==> config.mk <==
export PLATFORM = sky130hd
export DESIGN_NAME = seg8_to_bcd_capture
export DESIGN_NICKNAME = d
export VERILOG_FILES = /design/src/rtl/seg_pkg.sv /design/src/rtl/seg7_pattern_decode.sv /design/src/rtl/seg8_to_bcd_capture.sv
export SDC_FILE = /design/constraint.sdc
export NUM_CORES = 1
export LEC_CHECK = 0
export CELL_PAD_IN_SITES_DETAIL_PLACEMENT = 0
export CELL_PAD_IN_SITES_GLOBAL_PLACEMENT = 1
export CORE_AREA = 2 2 107 109
export CTS_BUF_LIST = sky130_fd_sc_hd__clkbuf_4 sky130_fd_sc_hd__clkbuf_8
export CTS_CLUSTER_DIAMETER = 80
export DETAILED_ROUTE_END_ITERATION = 7
export DIE_AREA = 0 0 109 111
export GPL_TIMING_DRIVEN = 0
export PLACE_DENSITY = 0.74
export SYNTH_ARGS = -nofsm -noshare
export SYNTH_HDL_FRONTEND = slang
export SYNTH_SLANG_ARGS = --single-unit
==> constraint.sdc <==
create_clock -name clk -period 2.13 [get_ports clk]
set_input_delay 0.213 -clock clk [delete_from_list [all_inputs] [get_ports clk]]
set_output_delay 0.213 -clock clk [all_outputs]
set_load 0.005 [all_outputs]
==> src/rtl/seg_pkg.sv <==
// Shared 7-segment definitions used by the display encoder and the capture block.
// Segment codes are active low, bit order g..a.
package seg_pkg;

    localparam logic [6:0] SEG_0     = 7'h40;
    localparam logic [6:0] SEG_1     = 7'h79;
    localparam logic [6:0] SEG_2     = 7'h24;
    localparam logic [6:0] SEG_3     = 7'h30;
    localparam logic [6:0] SEG_4     = 7'h19;
    localparam logic [6:0] SEG_5     = 7'h12;
    localparam logic [6:0] SEG_6     = 7'h02;
    localparam logic [6:0] SEG_7     = 7'h78;
    localparam logic [6:0] SEG_8     = 7'h00;
    localparam logic [6:0] SEG_9     = 7'h10;
    localparam logic [6:0] SEG_BLANK = 7'h7F;

    localparam logic [3:0] BCD_NONE  = 4'hF;
    localparam int         DP_BIT    = 7;

    typedef struct packed {
        logic       legal;
        logic [3:0] bcd;
    } seg_dec_t;

endpackage

==> src/rtl/seg7_pattern_decode.sv <==
// Combinational 7-segment pattern to BCD decode with a legal-code flag.
module seg7_pattern_decode
    import seg_pkg::*;
(
    input  logic [6:0] seg,
    output seg_dec_t   dec
);

    always_comb begin
        dec = '{legal: 1'b0, bcd: BCD_NONE};
        case (seg)
            SEG_0:     dec = '{legal: 1'b1, bcd: 4'd0};
            SEG_1:     dec = '{legal: 1'b1, bcd: 4'd1};
            SEG_2:     dec = '{legal: 1'b1, bcd: 4'd2};
            SEG_3:     dec = '{legal: 1'b1, bcd: 4'd3};
            SEG_4:     dec = '{legal: 1'b1, bcd: 4'd4};
            SEG_5:     dec = '{legal: 1'b1, bcd: 4'd5};
            SEG_6:     dec = '{legal: 1'b1, bcd: 4'd6};
            SEG_7:     dec = '{legal: 1'b1, bcd: 4'd7};
            SEG_8:     dec = '{legal: 1'b1, bcd: 4'd8};
            SEG_9:     dec = '{legal: 1'b1, bcd: 4'd9};
            // an unlit digit carries no value, so it reports as illegal
            SEG_BLANK: dec = '{legal: 1'b0, bcd: BCD_NONE};
            default:   dec = '{legal: 1'b0, bcd: BCD_NONE};
        endcase
    end

endmodule

==> src/rtl/seg8_to_bcd_capture.sv <==
// Receive side of the multiplexed 7-segment bus: synchronizes segment/anode lines,
// waits for a stable pattern and rebuilds per-digit BCD, DP and error flags plus frame pulses.
module seg8_to_bcd_capture
    import seg_pkg::*;
#(
    parameter int DIGITS     = 8,
    parameter int STABLE_CYC = 4
) (
    input  logic                  clk,
    input  logic                  rst_n,
    input  logic [7:0]            seg_in,
    input  logic [DIGITS-1:0]     an_in,
    output logic [4*DIGITS-1:0]   digits_o,
    output logic [DIGITS-1:0]     dp_o,
    output logic [DIGITS-1:0]     digit_err_o,
    output logic                  frame_valid_o,
    output logic                  an_err_o
);

    localparam int SW = DIGITS + 8;
    localparam int CW = $clog2(STABLE_CYC + 1);

    logic [SW-1:0]     sync1, s2, prev;
    logic [CW-1:0]     cnt;
    logic [DIGITS-1:0] seen;

    logic [DIGITS-1:0] an_low;
    logic [7:0]        s2_seg;
    logic              an_none, an_multi, capture;
    seg_dec_t          dec;

    assign s2_seg  = s2[7:0];
    assign an_low  = ~s2[SW-1:8];
    assign an_none = (an_low == '0);
    // clearing the lowest set bit leaves something only if two or more anodes are active
    assign an_multi = ((an_low & (an_low - 1'b1)) != '0);
    assign capture  = (s2 == prev) && (cnt == CW'(STABLE_CYC - 1));

    seg7_pattern_decode u_decode (
        .seg (s2_seg[6:0]),
        .dec (dec)
    );

    always_ff @(posedge clk or negedge rst_n) begin
        if (!rst_n) begin
            sync1 <= '1;
            s2    <= '1;
            prev  <= '1;
            cnt   <= '0;
        end else begin
            sync1 <= {an_in, seg_in};
            s2    <= sync1;
            prev  <= s2;
            if (s2 != prev)
                cnt <= '0;
            else if (cnt < CW'(STABLE_CYC))
                cnt <= cnt + 1'b1;
        end
    end

    always_ff @(posedge clk or negedge rst_n) begin
        if (!rst_n) begin
            digits_o      <= {DIGITS{BCD_NONE}};
            dp_o          <= '0;
            digit_err_o   <= '0;
            frame_valid_o <= 1'b0;
            an_err_o      <= 1'b0;
            seen          <= '0;
        end else begin
            frame_valid_o <= 1'b0;
            an_err_o      <= 1'b0;
            if (capture) begin
                if (an_multi) begin
                    an_err_o <= 1'b1;
                end else if (!an_none) begin
                    for (int i = 0; i < DIGITS; i++) begin
                        if (an_low[i]) begin
                            digits_o[4*i +: 4] <= dec.legal ? dec.bcd : BCD_NONE;
                            digit_err_o[i]     <= ~dec.legal;
                            dp_o[i]            <= ~s2_seg[DP_BIT];
                        end
                    end
                    if ((seen | an_low) == '1) begin
                        frame_valid_o <= 1'b1;
                        seen          <= '0;
                    end else begin
                        seen <= seen | an_low;
                    end
                end
            end
        end
    end

endmodule
# Word-level counts from Yosys, hierarchy flattened
# Cells that the tools add are included.
# classes
n_addsub	2
n_lt_le_gt_ge	1
n_eq_ne	13
n_mux	11
bitwise_logic	7
reduce_logical	14
# op_table
operator	count
5-bit one-hot mux with 10 select lines	1
4-bit AND reduction	8
7-bit by 5-bit equality test with 1-bit output (second input constant)	3
7-bit equality test (second input constant)	3
16-bit equality test	1
16-bit inequality test	1
7-bit by 6-bit equality test with 1-bit output (second input constant)	2
8-bit AND	1
8-bit equality test (second input constant)	1
8-bit logical NOT	1
8-bit two-way mux	1
8-bit inverter	1
8-bit bitwise OR	1
8-bit nonzero test	1
8-bit by 1-bit subtractor with 8-bit output (second input constant)	1
7-bit by 2-bit equality test with 1-bit output (second input constant)	1
7-bit logical NOT	1
1-bit two-way mux	6
3-bit two-way mux	2
4-bit two-way mux	1
1-bit inverter	4
3-bit by 1-bit adder with 3-bit output (second input constant)	1
3-bit by 2-bit equality test with 1-bit output (second input constant)	1
3-bit < comparator (second input constant)	1
3 further kinds	3
# totals
reg_bits	109
inputBits	18
output_inout_bits	50

# Logic depth before layout (Yosys ltp)
# Gate-level depths: netlist of the first run.
# logic_depth
word_depth	7
depth_mapped	7
mapped_depth_nobuf	5

# Cells and area by module
# A second synthesis of the first run with hierarchy kept.
# unflattened
cells_unflattened	292
hier_area_um2	4351.7
# by_module_without_submodules
mod	instances	cells_per_inst	area_each_um2
seg8_to_bcd_capture	1	264	4150.2
seg7_pattern_decode	1	28	201.4

# Worst setup path before layout of the first run
# Ideal clock, no wire load.
# synth_timing
kind	flip-flop to flip-flop
startpoint	reg s2[12]
endpoint	reg digit_err_o[1]
arrival_ns	2.198
required_ns	2.005
setup_slack_ns	-0.193
path_stages_with_launch	8
path_cell_list	dfstp_2 > clkbuf_1 > xor2_1 > nor4_2 > nand4_2 > buf_6 > nor4_4 > mux2_2
# synth_via
elab_chain_len	6
word_cells_on_any_way	10
cone_classes	add/sub: 1; eq/ne: 1; bitwise: 4; reduce/logical: 4
# synth_rtl
element	line_no	text
from (decl)	seg8_to_bcd_capture.sv:23	logic [SW-1:0] sync1, s2, prev;
from (signal assigned)	seg8_to_bcd_capture.sv:52	s2 <= sync1;
8-bit inverter	seg8_to_bcd_capture.sv:33	assign an_low = ~s2[SW-1:8];
8-bit by 1-bit subtractor with 8-bit output	seg8_to_bcd_capture.sv:36	assign an_multi = ((an_low & (an_low - 1'b1)) != '0);
8-bit AND	seg8_to_bcd_capture.sv:36	
8-bit nonzero test	seg8_to_bcd_capture.sv:36	
1-bit inverter (no line)	-	
4-bit AND reduction (no line) (*)	-	
to (signal, indexed assignment)	seg8_to_bcd_capture.sv:79	digit_err_o[i] <= ~dec.legal;
to (decl)	seg8_to_bcd_capture.sv:15	output logic [DIGITS-1:0] digit_err_o,
# Mark *: on every way between the ends. The rest lies on a longest branch, timed or not.
# A chain may end at the register's enable or synchronous reset.

# Worst setup path after layout of the first run
# layout_timing
startpoint	reg s2[9]
endpoint	reg digit_err_o[3]
# Same word-level chain as after synthesis.

==> flow_metrics.env, run 1 <==
export IMPL_failed_checks="setup timing"
export IMPL_worst_setup_path_end_kind="flip-flop"
export IMPL_min_period_ns=2.33
export IMPL_syn_area_per_cell_um2=15.1
export IMPL_antenna_found_initial=0
export IMPL_totalWireLength_um=9140
export IMPL_status="complete, but fails checks"
export IMPL_tritoncts="built"
export IMPL_die_h_um=111
export IMPL_viasPerCell=4.81
export IMPL_leakage_uw=0.00257
export IMPL_final_util_pct=56.4
export IMPL_die_area_um2=12100
export IMPL_layoutNonFillerInstCount=562
export IMPL_gp_congestion=0.753
export IMPL_firstDrtPassIters=4
export IMPL_min_path_cells=1
export IMPL_critPathArrivalTime_ns=2.60
export IMPL_antennaDiodeCount=0
export IMPL_ys_seq_area_share_pct=64.8
export IMPL_die_w_um=109
export IMPL_syn_nets=309
export IMPL_crit_fanout=5
export IMPL_async_flop_share_pct=100
export IMPL_grt_use_met1_pct=23.3
export IMPL_start_kind="flip-flop"
export IMPL_drive_above_1_share_pct=55.1
export IMPL_grt_max_degree=61
export IMPL_detail_route_wl_per_cell_um=16.3
export IMPL_grt_pass1_wl_um=15500
export IMPL_fin_area_um2=6250
export IMPL_critPathKind="flip-flop to flip-flop"
export IMPL_rows=39
export IMPL_crit_top_cell="buf_6"
export IMPL_report_final_slew_viol_count=0
export IMPL_min_delay_worst_endpoint="sync1[7]"
export IMPL_fin_nets=434
export IMPL_cts_htree_levels=3
export IMPL_grt_pass1_vias=2882
export IMPL_max_freq_mhz=428
export IMPL_clock_skew_ns=0.0131
export IMPL_placed_area_um2=5310
export IMPL_hold_class="primary input to flip-flop"
export IMPL_root_buffer="clkbuf_8"
export IMPL_drt_first_iter_violations=126
export IMPL_synth_edf_count=0
export IMPL_drcViolationCount=0
export IMPL_cp_cell_sequence="buf_6, buf_6, buf_6, nand4_1, buf_6, a21oi_4, a211oi_4, nor4_4, buf_6, mux2_4"
export IMPL_power_density_nw_per_um2=604
export IMPL_finalHoldViolations=0
export IMPL_place_inst=500
export IMPL_synth_area_um2=4360
export IMPL_start_util_pct=39.4
export IMPL_grt_overflow=0
export IMPL_core_area_um2=11100
export IMPL_clk_pin_slew_ns=0.10
export IMPL_reg2regPathDepth=10
export IMPL_ys_warn_count=0
export IMPL_track_usage_pct=16.9
export IMPL_rrSetupSlack_ns=-0.20
export IMPL_io_buffers=67
export IMPL_regToRegStartpoint="s2[9]"
export IMPL_peakVddDrop_mv=0.415
export IMPL_setup_viol=56
export IMPL_dp_slack_ns=-0.677
export IMPL_cts_made_buffers=9
export IMPL_rsz0062_at_grt="true"
export IMPL_use_met3_pct=2.88
export IMPL_gr_usage_met2_pct=26.4
export IMPL_hold_path_startpoint="seg_in[7]"
export IMPL_vias=2701
export IMPL_worstMarginPinSlew_ns=0.644
export IMPL_period_share_pct=110
export IMPL_power_uw=3770
export IMPL_crit_slowest_cell="dfstp_2"
export IMPL_dpl_hpwl_um=5600
export IMPL_io_pins=68
export IMPL_relSlewSlack_pct=57.0
export IMPL_final_antenna_net_count=0
export IMPL_r2r_end="digit_err_o[3]"
export IMPL_clk_path_buf_depth=2
export IMPL_cts_sinks=109
export IMPL_critPathMaxStageDelay_ns=0.55
export IMPL_area_growth_pct=43.2
export IMPL_synth_seq_cells=109
export IMPL_syn_inst=289
export IMPL_synthFlopType="dfstp_2"
export IMPL_clock_latency_ns=0.37
export IMPL_grt_busiest_layer="met2"
export IMPL_setup_slack_ns=-0.205
export IMPL_drv_cap=0
export IMPL_yosysUniqueCellTypes=45
export IMPL_required_ns=2.39
[final cells by class]
type                            count  area (um^2)
Buffer                             15          159
Clock buffer                       12          165
Clock inverter                      4         52.6
Fill cell                         891         4830
Inverter                           17         66.3
Multi-Input combinational cell    149         1690
Sequential cell                   109         2830
Tap cell                          143          179
Timing Repair Buffer              113         1110
[per-layer routing]
metal / vias up / routed length (um)
li1: 1256 / -
met1: 1376 / 4070
met2: 58 / 4650
met3: 11 / 295
met4: 0 / 115
met5: - / 0
[layout by cell type (no fill, tap or decap), types with 2 or more instances in the layout]
cell	netlist	final
dfrtp_1	29	29
clkdlybuf4s50_1	0	66
nor4_2	4	3
nor3_2	0	2
a211oi_4	1	2
clkbuf_8	0	13
or4_4	0	3
buf_12	0	2
buf_4	0	31
nor2_1	7	6
nand2b_1	4	4
nand4_1	2	2
nand3_1	3	3
nand2_1	4	4
xor2_1	19	18
inv_1	14	14
dfstp_2	80	80
mux2i_1	9	9
nor3_1	6	3
mux2_4	0	40
o21a_1	8	8
o2111ai_1	3	2
buf_6	2	24
nor4_4	8	9
ha_1	2	2
o22ai_1	4	2
[how the worst max path moves through the flow]
stage	depth (start not counted)	endpoint	startpoint	slack, ns
2_1_floorplan	7	digits_o[16]	s2[5]	-0.17
3_3_place_gp	1	an_err_o	rst_n	-3.01
3_5_place_dp	7	digit_err_o[5]	s2[7]	-0.68
4_1_cts	9	digit_err_o[5]	s2[9]	-0.23
5_1_grt	10	digit_err_o[3]	s2[9]	-0.31
6_report	10	digit_err_o[3]	s2[9]	-0.20
[synthesized netlist by cell type, types with 6 or more instances]
library cell	number	area share, %
buf_2	11	1.3
dfrtp_1	29	17
dfstp_2	80	48
inv_1	14	1.2
mux2_1	7	1.8
mux2_2	33	8.5
mux2i_1	9	2.1
nor2_1	7	0.60
nor3_1	6	0.69
nor4_4	8	3.9
o21a_1	8	1.4
xor2_1	19	3.8
[where the power goes]
part	internal (uW)	switching, uW
Combinational	120	153
Sequential	2160	23.8
Clock	645	678
[logic make-up after synthesis]
family          after synthesis  synth area share, %
buf+inv                      33                 3.55
flops                       109                 64.8
xor+xnor                     19                 3.81
compound gates               30                 5.33
mux                          49                 12.4
simple gates                 47                 9.55
fa+ha+maj                     2                0.573
[registers in the layout (all words and copies together) (netlist names), 3 cells and up]
signal and flops:
cnt 3, digit_err_o 8, digits_o 32, dp_o 8, prev 16, s2 16, seen 8, sync1 16
[critical path: cells and delay by family, from the launching register on]
kind	cells	cell delay, ns
multiplexers	1	0.29
buffers and inverters	5	0.61
flip-flops	1	0.55
AND/OR/NAND/NOR	2	0.41
AO/OA/AOI/OAI	2	0.37
[repair_timing]
item                                    CTS  global route
cloned                                    1             1
pin swaps                                17            10
hold buffers                              1             0
setup buffers                            40             5
endpoints found under the setup margin   57            57
hold endpoints to repair                 24             0
gates resized for setup                  72            13
[through the flow]
stage | hold slack, ns | TNS (ns)
2_1_floorplan | -0.0826 | -3.38
3_3_place_gp | 0.345 | -254.67
3_5_place_dp | 0.285 | -26.93
4_1_cts | 0.214 | -7.78
5_1_grt | 0.217 | -12.75
6_report | 0.243 | -7.45
Note: power is estimated with default switching activity, not from simulation.
==> run 2, diff against run 1 <==
--- a/config.mk
+++ b/config.mk
@@ -7,13 +7,13 @@
 export LEC_CHECK = 0
 export CELL_PAD_IN_SITES_DETAIL_PLACEMENT = 0
 export CELL_PAD_IN_SITES_GLOBAL_PLACEMENT = 1
-export CORE_AREA = 2 2 107 109
+export CORE_AREA = 2 2 101 103
 export CTS_BUF_LIST = sky130_fd_sc_hd__clkbuf_4 sky130_fd_sc_hd__clkbuf_8
 export CTS_CLUSTER_DIAMETER = 80
 export DETAILED_ROUTE_END_ITERATION = 7
-export DIE_AREA = 0 0 109 111
+export DIE_AREA = 0 0 103 105
 export GPL_TIMING_DRIVEN = 0
-export PLACE_DENSITY = 0.74
+export PLACE_DENSITY = 0.79
 export SYNTH_ARGS = -nofsm -noshare
 export SYNTH_HDL_FRONTEND = slang
 export SYNTH_SLANG_ARGS = --single-unit
==> constraint.sdc (replaced) <==
create_clock -name clk -period 2.4 [get_ports clk]
set_input_delay 0.24 -clock clk [delete_from_list [all_inputs] [get_ports clk]]
set_output_delay 0.24 -clock clk [all_outputs]
set_load 0.005 [all_outputs]
==> flow_metrics.env, run 2 (synthesis results as in run 1) <==
export IMPL_clock_skew_ns=0.00868
export IMPL_root_buffer="clkbuf_8"
export IMPL_crit_slowest_cell="dfstp_2"
export IMPL_multi_input_area_um2=1530
export IMPL_layoutNonFillerInstCount=533
export IMPL_power_uw=3200
export IMPL_fillers=767
export IMPL_tritoncts="built"
export IMPL_grt_overflow=0
export IMPL_grt_pass1_wl_um=14200
export IMPL_die_w_um=103
export IMPL_rsz0062_at_grt="true"
export IMPL_grt_max_degree=61
export IMPL_antenna_found_initial=0
export IMPL_period_share_pct=99.0
export IMPL_viasPerCell=4.93
export IMPL_die_area_um2=10800
export IMPL_io_pins=68
export IMPL_drv_cap=0
export IMPL_finalHoldViolations=0
export IMPL_max_freq_mhz=421
export IMPL_seq_area_um2=2830
export IMPL_power_density_nw_per_um2=542
export IMPL_cp_cell_sequence="buf_6, xor2_1, nor4_2, nand4_2, buf_6, nor4_4, buf_6, mux2_2"
export IMPL_io_buffers=67
export IMPL_drt_first_iter_violations=107
export IMPL_status="completed"
export IMPL_cts_made_buffers=9
export IMPL_cts_sinks=109
export IMPL_drive_above_1_share_pct=49.8
export IMPL_switchingPower_uw=750
export IMPL_final_util_pct=61.2
export IMPL_peakVddDrop_mv=0.356
export IMPL_crit_top_cell="buf_6"
export IMPL_hold_slack_ns=0.273
export IMPL_firstDrtPassIters=4
export IMPL_clk_pin_slew_ns=0.10
export IMPL_final_common_cell="dfstp_2"
export IMPL_grt_pass1_vias=2734
export IMPL_start_kind="flip-flop"
export IMPL_gp_congestion=0.704
export IMPL_worstMarginPinSlew_ns=0.611
export IMPL_leakage_uw=0.00243
export IMPL_fin_nets=415
export IMPL_hold_class="primary input to flip-flop"
export IMPL_antennaDiodeCount=0
export IMPL_worst_setup_path_end_kind="flip-flop"
export IMPL_cp_num_buf_inv=3
export IMPL_core_area_um2=9640
export IMPL_critPathTopFamily="simple AND/OR/NAND/NOR gates"
export IMPL_place_inst=490
export IMPL_dpl_hpwl_um=5590
export IMPL_power_frac_comb_pct=6.5
export IMPL_area_growth_pct=35.2
export IMPL_track_usage_pct=17.2
export IMPL_rows=36
export IMPL_relSlewSlack_pct=59.0
export IMPL_clock_latency_ns=0.36
export IMPL_critPathArrivalTime_ns=2.66
export IMPL_clk_path_buf_depth=2
export IMPL_setup_slack_ns=0.0231
export IMPL_cts_htree_levels=3
export IMPL_detail_route_wl_per_cell_um=16.4
export IMPL_vias=2630
export IMPL_die_h_um=105
export IMPL_power_frac_clock_pct=32.7
export IMPL_critPathMaxStageDelay_ns=0.56
export IMPL_totalWireLength_um=8770
export IMPL_setup_viol=0
export IMPL_mostFrequentLayoutCells="80 x dfstp_2, 66 x clkdlybuf4s50_1, 29 x dfrtp_1"
export IMPL_largest_register="digits_o"
export IMPL_min_period_ns=2.38
export IMPL_sequentialPowerShare_pct=60.8
export IMPL_sw_frac_of_total_pct=23.4
export IMPL_intPower_uw=2450
export IMPL_required_ns=2.69
export IMPL_critPathKind="flip-flop to flip-flop"
export IMPL_start_util_pct=45.3
export IMPL_largest_register_ffs=32
export IMPL_report_final_slew_viol_count=0
export IMPL_final_antenna_net_count=0
export IMPL_crit_fanout=7
export IMPL_drcViolationCount=0
export IMPL_dp_slack_ns=-0.430
-- run 2: changes by cell type in the layout (fill, tap and decap cells not counted), moves of 3 or more --
cell / delta
mux2_2: +12
buf_6: -7
mux2_4: -17
buf_4: -9
or4_4: -3
mux2_1: +5
-- run 2: power by group through the flow --
stage / sequential (uW) / clock, uW / combinational, uW
6_report: 1940 / 1050 / 207
5_1_grt: 1950 / 1160 / 229
4_1_cts: 1940 / 1090 / 191
3_5_place_dp: 1970 / 0 / 182
3_3_place_gp: 1960 / 0 / 175
2_1_floorplan: 1960 / 0 / 90.9
-- run 2: path summary, 6_finish.rpt --
check,from,end,slack [ns],depth (start not counted)
hold reg to reg,sync1[10],s2[10],0.36,0
setup / recovery,s2[8],digits_o[0],0.02,8
min in group asynchronous,rst_n,seen[7],0.45,2
max in group asynchronous,rst_n,digits_o[26],1.22,3
hold / removal,seg_in[1],sync1[1],0.27,1
setup reg to reg,s2[8],digits_o[0],0.02,8
-- run 2: repair_timing --
action / in CTS / in global routing
endpoints found under the hold margin: 8 / 0
hold buffers: 1 / 0
buffers inserted: 23 / 7
pin swaps: 13 / 12
resized for setup: 33 / 33
setup endpoints to repair: 54 / 54
-- run 2: stage by stage --
| stage | area, um^2 | setup TNS, ns |
|---|---|---|
| after floorplan | 4360 | 0 |
| after detailed placement | 5230 | -13.88 |
| final | 5900 | 0 |
| after global routing | 5900 | -1.24 |
| after global placement | 5200 | -213.93 |
| after CTS | 5710 | -0.0717 |
-- run 2: area by class of cell --
class,instances,share of cell area [%]
plain buffers,12,2.25
clock buffers,11,2.57
clock inverters,5,0.721
inverters,17,1.12
multi-input cells,147,26.0
flip-flops and latches,109,47.9
well taps,133,2.82
repair buffers,99,16.6
-- run 2: per-layer routing --
metal	up-vias	wire length, um	global-route usage (%)
met5	-	0	0
met4	0	141	5.83
met3	13	421	4.75
met2	61	4330	26.5
met1	1340	3880	23.4
li1	1216	-	-
-- run 2: worst register-to-register path: stages, from the launching register on --
cell	delay, ns
dfstp_2	0.56
buf_6	0.10
xor2_1	0.06
nor4_2	0.35
nand4_2	0.26
buf_6	0.20
nor4_4	0.25
buf_6	0.18
mux2_2	0.35
==> run 3, diff against run 2 <==
--- a/config.mk
+++ b/config.mk
@@ -5,6 +5,7 @@
 export SDC_FILE = /design/constraint.sdc
 export NUM_CORES = 1
 export LEC_CHECK = 0
+export CAP_MARGIN = 20
 export CELL_PAD_IN_SITES_DETAIL_PLACEMENT = 0
 export CELL_PAD_IN_SITES_GLOBAL_PLACEMENT = 1
 export CORE_AREA = 2 2 101 103
@@ -14,6 +15,8 @@
 export DIE_AREA = 0 0 103 105
 export GPL_TIMING_DRIVEN = 0
 export PLACE_DENSITY = 0.79
+export RECOVER_POWER = 100
+export SKIP_CTS_REPAIR_TIMING = 1
 export SYNTH_ARGS = -nofsm -noshare
 export SYNTH_HDL_FRONTEND = slang
 export SYNTH_SLANG_ARGS = --single-unit
==> flow_metrics.env, run 3 (synthesis results as in run 1) <==
export IMPL_final_common_cell="dfstp_2"
export IMPL_grt_pass1_vias=2624
export IMPL_critPathKind="flip-flop to flip-flop"
export IMPL_switchingPower_uw=757
export IMPL_cp_cell_sequence="buf_6, xor2_2, nor4_2, nand4_2, buf_12, nor4_4, buf_6, mux2_4"
export IMPL_io_buffers=67
export IMPL_power_frac_clock_pct=33.0
export IMPL_cts_htree_levels=3
export IMPL_max_freq_mhz=405
export IMPL_antenna_found_initial=0
export IMPL_core_area_um2=9640
export IMPL_gp_congestion=0.704
export IMPL_die_h_um=105
export IMPL_critPathArrivalTime_ns=2.72
export IMPL_setup_tns_ns=-0.539
export IMPL_drv_cap=0
export IMPL_totalWireLength_um=8830
export IMPL_drive_above_1_share_pct=48.6
export IMPL_largest_register_ffs=32
export IMPL_antennaDiodeCount=0
export IMPL_critPathMaxStageDelay_ns=0.55
export IMPL_clk_path_buf_depth=2
export IMPL_required_ns=2.65
export IMPL_dp_slack_ns=-0.430
export IMPL_root_buffer="clkbuf_8"
export IMPL_clock_skew_ns=0.0109
export IMPL_grt_pass1_wl_um=13400
export IMPL_sequentialPowerShare_pct=60.5
export IMPL_intPower_uw=2440
export IMPL_dpl_hpwl_um=5590
export IMPL_viasPerCell=4.90
export IMPL_drcViolationCount=0
export IMPL_leakage_uw=0.00244
export IMPL_cp_num_buf_inv=3
export IMPL_relSlewSlack_pct=42.8
export IMPL_start_kind="flip-flop"
export IMPL_area_growth_pct=36.3
export IMPL_clock_latency_ns=0.36
export IMPL_firstDrtPassIters=4
export IMPL_period_share_pct=103
export IMPL_mostFrequentLayoutCells="72 x dfstp_2, 50 x clkdlybuf4s50_1, 29 x mux2_4, 29 x dfrtp_1, 21 x buf_6"
export IMPL_min_period_ns=2.47
export IMPL_finalHoldViolations=0
export IMPL_crit_top_cell="buf_6"
export IMPL_grt_overflow=0
export IMPL_grt_max_degree=61
export IMPL_worstMarginPinSlew_ns=0.855
export IMPL_tritoncts="built"
export IMPL_sw_frac_of_total_pct=23.7
export IMPL_rows=36
export IMPL_crit_fanout=7
export IMPL_cts_sinks=109
export IMPL_detail_route_wl_per_cell_um=16.5
export IMPL_hold_class="flip-flop to flip-flop"
export IMPL_power_density_nw_per_um2=537
export IMPL_failed_checks="setup timing"
export IMPL_die_area_um2=10800
export IMPL_fin_nets=416
export IMPL_setup_slack_ns=-0.0695
export IMPL_vias=2615
export IMPL_report_final_slew_viol_count=0
export IMPL_peakVddDrop_mv=0.351
export IMPL_die_w_um=103
export IMPL_status="complete, but fails checks"
export IMPL_start_util_pct=45.3
export IMPL_final_antenna_net_count=0
export IMPL_critPathTopFamily="simple AND/OR/NAND/NOR gates"
export IMPL_rsz0062_at_grt="true"
export IMPL_setup_viol=24
export IMPL_drt_first_iter_violations=95
export IMPL_largest_register="digits_o"
export IMPL_worst_setup_path_end_kind="flip-flop"
export IMPL_crit_slowest_cell="dfstp_2"
export IMPL_hold_slack_ns=0.361
export IMPL_power_frac_comb_pct=6.5
export IMPL_cts_made_buffers=9
export IMPL_clk_pin_slew_ns=0.10
export IMPL_io_pins=68
export IMPL_track_usage_pct=16.2
[run 3: cell count changes in the layout (fill, tap and decap cells not counted), moves of 6 or more]
cell             delta
clkdlybuf4s50_1    -16
dlygate4sd3_1      +16
dfstp_1             +8
dfstp_2             -8
buf_4               -7
mux2_4              +6
[run 3: through the flow]
step | cells | util, % | instance area [um^2] | total power, uW
finish | 534 | 61.7 | 5950 | 3200
global route | 534 | 61.7 | 5950 | 3330
floorplan | 289 | - | 4360 | 2050
detailed placement | 490 | 54.2 | 5230 | 2150
global placement | 489 | 54.0 | 5200 | 2140
CTS | 506 | 56.2 | 5420 | 3210
[run 3: layout make-up]
cell class / instances / area, um^2
fill: 761 / 3690
sequential: 109 / 2830
multi-input combinational: 147 / 1560
timing repair buffer: 96 / 971
tap: 133 / 166
buffer: 16 / 160
clock buffer: 11 / 151
inverter: 17 / 66.3
clock inverter: 5 / 42.5
[run 3: worst paths after layout]
kind / startpoint / to / slack (ns) / cells after the start
max: s2[5] / digit_err_o[2] / -0.07 / 8
max reg2reg: s2[5] / digit_err_o[2] / -0.07 / 8
min: sync1[0] / s2[0] / 0.36 / 0
min in group asynchronous: rst_n / seen[7] / 0.45 / 2
min reg2reg: sync1[0] / s2[0] / 0.36 / 0
max in group asynchronous: rst_n / digits_o[26] / 1.23 / 3
[run 3: routing by layer]
| metal | vias up | global-route usage [%] | wire length (um) |
|---|---|---|---|
| li1 | 1227 | - | - |
| met1 | 1327 | 21.7 | 3830 |
| met2 | 48 | 25.2 | 4510 |
| met3 | 13 | 4.75 | 337 |
| met4 | 0 | 5.73 | 153 |
| met5 | - | 0 | 0 |
[run 3: power by group through the flow]
| stage | clock, uW | combinational, uW | sequential [uW] |
|---|---|---|---|
| floorplan | 0 | 90.9 | 1960 |
| global placement | 0 | 175 | 1960 |
| detailed placement | 0 | 182 | 1970 |
| CTS | 1090 | 182 | 1940 |
| global route | 1160 | 233 | 1940 |
| finish | 1050 | 209 | 1930 |
